### src/rtl/sr_bank_pkg.sv
// Shared types and defaults for the SR bank write controller.
// Holds the controller state encoding and the default bank/counter widths.
package sr_bank_pkg;

  localparam int unsigned DEF_WIDTH = 8;
  localparam int unsigned DEF_CNT_W = 8;

  typedef enum logic [1:0] {
    ST_INIT  = 2'd0,
    ST_IDLE  = 2'd1,
    ST_DRIVE = 2'd2,
    ST_CHECK = 2'd3
  } state_e;

endpackage

### src/rtl/sr_excite.sv
// Per-bit SR excitation: turns (target, mask, shadow) into S/R levels.
// Combinational only; S and R are never both high for the same bit.
module sr_excite
  import sr_bank_pkg::*;
#(
  parameter int unsigned WIDTH = DEF_WIDTH,
  parameter bit          FORCE = 1'b0
) (
  input  logic [WIDTH-1:0] target_i,
  input  logic [WIDTH-1:0] mask_i,
  input  logic [WIDTH-1:0] shadow_i,
  output logic [WIDTH-1:0] s_o,
  output logic [WIDTH-1:0] r_o
);

  logic [WIDTH-1:0] upd;

  always_comb begin
    // FORCE re-asserts the level on every masked bit; otherwise only bits that change are pulsed
    upd = FORCE ? mask_i : (mask_i & (target_i ^ shadow_i));
    s_o = upd & target_i;
    r_o = upd & ~target_i;
  end

endmodule

### src/rtl/sr_bank_writer.sv
// Write-side controller for a bank of SR flip-flops: clears the bank after reset,
// pulses S/R for one cycle per accepted request, then verifies q_fb against a shadow copy.
module sr_bank_writer
  import sr_bank_pkg::*;
#(
  parameter int unsigned WIDTH = DEF_WIDTH,
  parameter bit          FORCE = 1'b0,
  parameter int unsigned CNT_W = DEF_CNT_W
) (
  input  logic             clk,
  input  logic             rst,
  input  logic             req_valid,
  output logic             req_ready,
  input  logic [WIDTH-1:0] req_data,
  input  logic [WIDTH-1:0] req_mask,
  output logic [WIDTH-1:0] s_out,
  output logic [WIDTH-1:0] r_out,
  input  logic [WIDTH-1:0] q_fb,
  output logic [WIDTH-1:0] shadow,
  output logic             done,
  output logic             err,
  output logic [CNT_W-1:0] err_count,
  input  logic             err_clr
);

  localparam logic [CNT_W-1:0] CNT_ONE = {{(CNT_W-1){1'b0}}, 1'b1};

  state_e           state_q, state_d;
  logic [WIDTH-1:0] s_q, s_d, r_q, r_d, shadow_q, shadow_d;
  logic             done_q, done_d, err_q, err_d, init_q, init_d;
  logic [CNT_W-1:0] cnt_q, cnt_d;
  logic [WIDTH-1:0] ex_s, ex_r;

  sr_excite #(.WIDTH(WIDTH), .FORCE(FORCE)) u_excite (
    .target_i (req_data),
    .mask_i   (req_mask),
    .shadow_i (shadow_q),
    .s_o      (ex_s),
    .r_o      (ex_r)
  );

  always_comb begin
    state_d  = state_q;
    s_d      = '0;
    r_d      = '0;
    shadow_d = shadow_q;
    done_d   = 1'b0;
    init_d   = init_q;
    err_d    = err_q;
    cnt_d    = cnt_q;

    if (err_clr) begin
      err_d = 1'b0;
      cnt_d = '0;
    end

    case (state_q)
      ST_INIT: begin
        // Bank reset may be unwired, so clear it through R on every bit
        r_d      = '1;
        shadow_d = '0;
        init_d   = 1'b1;
        state_d  = ST_DRIVE;
      end
      ST_IDLE: begin
        if (req_valid) begin
          s_d      = ex_s;
          r_d      = ex_r;
          shadow_d = (shadow_q & ~req_mask) | (req_data & req_mask);
          state_d  = ST_DRIVE;
        end
      end
      ST_DRIVE: begin
        state_d = ST_CHECK;
      end
      ST_CHECK: begin
        done_d  = ~init_q;
        init_d  = 1'b0;
        state_d = ST_IDLE;
        // A mismatch beats a simultaneous clear so the event is never lost
        if (q_fb != shadow_q) begin
          err_d = 1'b1;
          if (err_clr)             cnt_d = CNT_ONE;
          else if (cnt_q != '1)    cnt_d = cnt_q + CNT_ONE;
        end
      end
      default: state_d = ST_INIT;
    endcase
  end

  always_ff @(posedge clk or negedge rst) begin
    if (!rst) begin
      state_q  <= ST_INIT;
      s_q      <= '0;
      r_q      <= '0;
      shadow_q <= '0;
      done_q   <= 1'b0;
      err_q    <= 1'b0;
      cnt_q    <= '0;
      init_q   <= 1'b0;
    end else begin
      state_q  <= state_d;
      s_q      <= s_d;
      r_q      <= r_d;
      shadow_q <= shadow_d;
      done_q   <= done_d;
      err_q    <= err_d;
      cnt_q    <= cnt_d;
      init_q   <= init_d;
    end
  end

  assign req_ready = (state_q == ST_IDLE);
  assign s_out     = s_q;
  assign r_out     = r_q;
  assign shadow    = shadow_q;
  assign done      = done_q;
  assign err       = err_q;
  assign err_count = cnt_q;

endmodule

### config.mk
export PLATFORM = sky130hd
export DESIGN_NAME = sr_bank_writer
export DESIGN_NICKNAME = d
export VERILOG_FILES = /design/src/rtl/sr_bank_pkg.sv /design/src/rtl/sr_excite.sv /design/src/rtl/sr_bank_writer.sv
export SDC_FILE = /design/constraint.sdc
export NUM_CORES = 1
export LEC_CHECK = 0
export CORE_ASPECT_RATIO = 0.9
export CORE_UTILIZATION = 48
export DETAILED_ROUTE_END_ITERATION = 10
export GPL_TIMING_DRIVEN = 0
export MAX_ROUTING_LAYER = met4
export PLACE_DENSITY = 0.83
export SYNTH_ARGS = -nofsm -noshare
export SYNTH_HDL_FRONTEND = slang
export SYNTH_SLANG_ARGS = --single-unit
### constraint.sdc
create_clock -name clk -period 3.2 [get_ports clk]
set_clock_uncertainty 0.15 [all_clocks]
set_input_delay 0.32 -clock clk [delete_from_list [all_inputs] [get_ports clk]]
set_output_delay 0.32 -clock clk [all_outputs]
set_load 0.01 [all_outputs]
==> run_results.csv <==
group,metric,value,unit
run_status,status,"finished with violations",
run_status,violations,"negative hold slack",
sta,fmax,497,MHz
synthesis,synth_ff_type,"dfrtp_1",
grt,grt_max_degree,38,
floorplanning,pin_count,63,
synthesis,synth_edf_count,0,
clock_tree,h-tree-depth,2,
critical_path,arrival,1.54,ns
grt,antenna_found_initial,0,
power_and_ir_drop,sequentialPowerShare,40.2,%
floorplanning,fp-row-count,20,
finish,area_growth,41.1,%
sta,max_slew_margin,46.7,%
synthesis,synth_xor_area_share,3.89,%
critical_path,end_kind,"primary output",
detailed_routing,drtIter0Drc,121,
detailed_routing,drc,0,
finish,nets,277,
sta,tns,0,ns
synthesis,synth_top_family_by_area,"simple AND/OR/NAND/NOR gates",
clock_tree,cts.repair.resized,0,
critical_path,r2r_setup_slack,1.20,ns
critical_path,critPathSlowestCell,"clkdlybuf4s50_1",
synthesis,synth_top_area_cell,"dfrtp_1",
critical_path,cpPeakStageDelay,0.54,ns
finish,final_common_cell,"clkdlybuf4s50_1",
synthesis,synth_cell_types,35,
critical_path,rr_worst_depth,8,
floorplanning,die_w,66.6,um
power_and_ir_drop,intPower,1.17,mW
floorplanning,die_height,60.1,um
detailed_routing,postRouteAntennaNets,0,
power_and_ir_drop,pwr-share-clk,17.3,%
clock_tree,cts_root_buf,"clkbuf_8",
floorplanning,initial_core_util,51.8,%
detailed_routing,wire_per_inst,14.4,um
sta,fin_hold_ws,-0.0298,ns
clock_tree,clk_latency,0.28,ns
critical_path,required,2.73,ns
synthesis,synth-seq-cells,37,
critical_path,r2r-start,"state_q[1]$_DFFE_PN0P_",
finish,nFillCells,269,
synthesis,yosys.area_share.simple,17.7,%
place,dp_hpwl,3040,um
synthesis,synth_area,1800,sq um
place,place_congestion,0.781,
power_and_ir_drop,comb_power_share,42.5,%
finish,drive_above_1_share,6.56,%
place,io_buffers,61,
grt,grt_pass1_wl,6620,um
power_and_ir_drop,p_switching,0.628,mW
floorplanning,core,3480,sq um
detailed_routing,routed_via_density,5.42,
power_and_ir_drop,p_per_area,706,nW/um^2
sta,rsz0062_at_grt,"no",
clock_tree,post_cts_buffers,0,
grt,grt_pass1_vias,1393,
clock_tree,cts_buffers,5,
synthesis,synth_nets,209,
run,cap_violations,0,
critical_path,rr_endpoint,"shadow[6]$_DFFE_PN0P_",
sta,period_share,62.9,%
sta,finalSetupViolCount,0,
sta,slew_violations,0,
critical_path,criticalPathCategory,"flip-flop to primary output",
floorplanning,dieArea,4000,sq um
detailed_routing,drtPass1Iterations,4,
power_and_ir_drop,p_total,1.79,mW
clock_tree,clkTransAtPathRegs,0.07,ns
critical_path,crit_start,"state_q[1]$_DFFE_PN0P_",
synthesis,async_reset_ff_share,100,%
critical_path,crit_path_max_fanout,5,
critical_path,endpoint,"req_ready",
clock_tree,holdBufCountCts,0,
finish,diodes,0,
synthesis,synth_compound_area_share,17.4,%
sta,finalCriticalPeriod,2.01,ns
synthesis,ys_warn_count,0,
detailed_routing,vias,1560,
synthesis,synth.area.mux_share,0.556,%
place,placed_area,2460,sq um
synthesis,yosysTopAreaCellShare,51.4,%
finish,fin_area,2540,sq um
power_and_ir_drop,leakage,1.21,nW
finish,layout_common_cells,"60 x clkdlybuf4s50_1, 37 x dfrtp_1, 28 x nand2_1",
hold_path,hp-class,"input port to async pin",
sta,final-hold-violation-count,37,
grt,gr-total-overflow,0,
clock_tree,clock_path_buffers,2,
synthesis,synthCells,175,
synthesis,ys_seq_area_share,51.4,%
synthesis,synth_fa_ha_area_share,4.17,%
clock_tree,cts_sinks,37,
sta,worst_slew_pin_slew,0.800,ns
power_and_ir_drop,vdd_ir_drop_max,0.000486,V
detailed_routing,drt-total-wl,4160,um
power_and_ir_drop,swShare,35.0,%
synthesis,yosys-top-cells-area,"dfrtp_1 51%, nand2_1 5.8%, ha_1 4.2%",
synthesis,syn_area_per_cell,10.3,sq um
critical_path,crit_chain,"inv_1 -> ha_1 -> clkdlybuf4s50_1",
critical_path,critPathLaunchType,"flip-flop",
clock_tree,cts_tree,"done",
grt,grt_use_total,23.3,%
[final cells by class]
| cell class | instances | area (sq um) | share of cell area, % |
|---|---|---|---|
| multi-input combinational | 118 | 787 | 31.0 |
| clock buffer | 8 | 80.1 | 3.15 |
| timing repair buffer | 61 | 606 | 23.8 |
| sequential | 37 | 926 | 36.4 |
| tap | 44 | 55.1 | 2.17 |
| inverter | 12 | 45.0 | 1.77 |
| buffer | 8 | 42.5 | 1.67 |
[worst min path at each step]
stage	endpoint	slack [ns]	cells past startpoint
2_1_floorplan	done$_DFF_PN0_	-0.13	0
3_3_place_gp	done$_DFF_PN0_	0.27	1
3_5_place_dp	done$_DFF_PN0_	0.27	1
4_1_cts	s_out[0]$_DFF_PN0_	0.005	1
5_1_grt	shadow[4]$_DFFE_PN0P_	0.05	1
6_report	s_out[0]$_DFF_PN0_	-0.03	1
[power groups by stage]
stage               logic, mW  clock network [mW]  registers [mW]
global placement        0.753                   0           0.723
CTS                     0.769               0.310           0.720
global route            0.839               0.332           0.739
detailed placement      0.764                   0           0.727
finish                  0.762               0.311           0.721
floorplan               0.350                   0           0.762
[layer usage]
metal	share of wire (%)	up-vias	GRT usage, %	wire length, um
li1	-	763	-	-
met3	4.6	6	4.01	193
met2	49	48	38.1	2060
met1	45	743	29.6	1850
met5	0	-	-	0
met4	1.3	0	7.29	55
[synth_stat cells, types with 2 or more instances]
cell / instances
nand2_1: 28
nor4_1: 2
a31oi_1: 3
a41oi_1: 2
xor2_1: 8
buf_2: 4
o21ai_0: 10
and2_1: 3
nor3_1: 8
dfrtp_1: 37
inv_1: 12
and3_1: 4
a311oi_1: 4
and4_1: 2
ha_1: 6
nor2b_1: 4
a22o_1: 6
clkbuf_1: 3
a41o_1: 7
nor2_1: 3
a21oi_1: 3
nand2b_1: 3
[worst max-delay path: cells and delay by family (launching register included)]
family,cells,cell delay (ns)
fa+ha+maj,1,0.18
buf+inv,2,0.64
flops,1,0.43
[kinds of logic after synthesis]
family / after synthesis
compound gates: 41
xor+xnor: 8
fa+ha+maj: 6
buf+inv: 20
flops: 37
mux: 1
simple gates: 62
[per-stage QoR]
step / util, % / hold WS, ns / setup WS (ns) / std cells
floorplan: - / -0.126 / 1.43 / 175
global placement: 70.9 / 0.267 / 0.817 / 280
detailed placement: 70.8 / 0.271 / 1.02 / 280
CTS: 73.1 / 0.00520 / 1.17 / 288
global route: 73.1 / 0.0527 / 1.05 / 288
finish: 73.1 / -0.0298 / 1.19 / 288
[state kept, by name, summed over array words and instances, names as in the netlist]
signal,count
err_count,8
r_out,8
s_out,8
shadow,8
state_q,2
done,1
err,1
init_q,1
No activity file was read; power rests on OpenSTA's default activity.
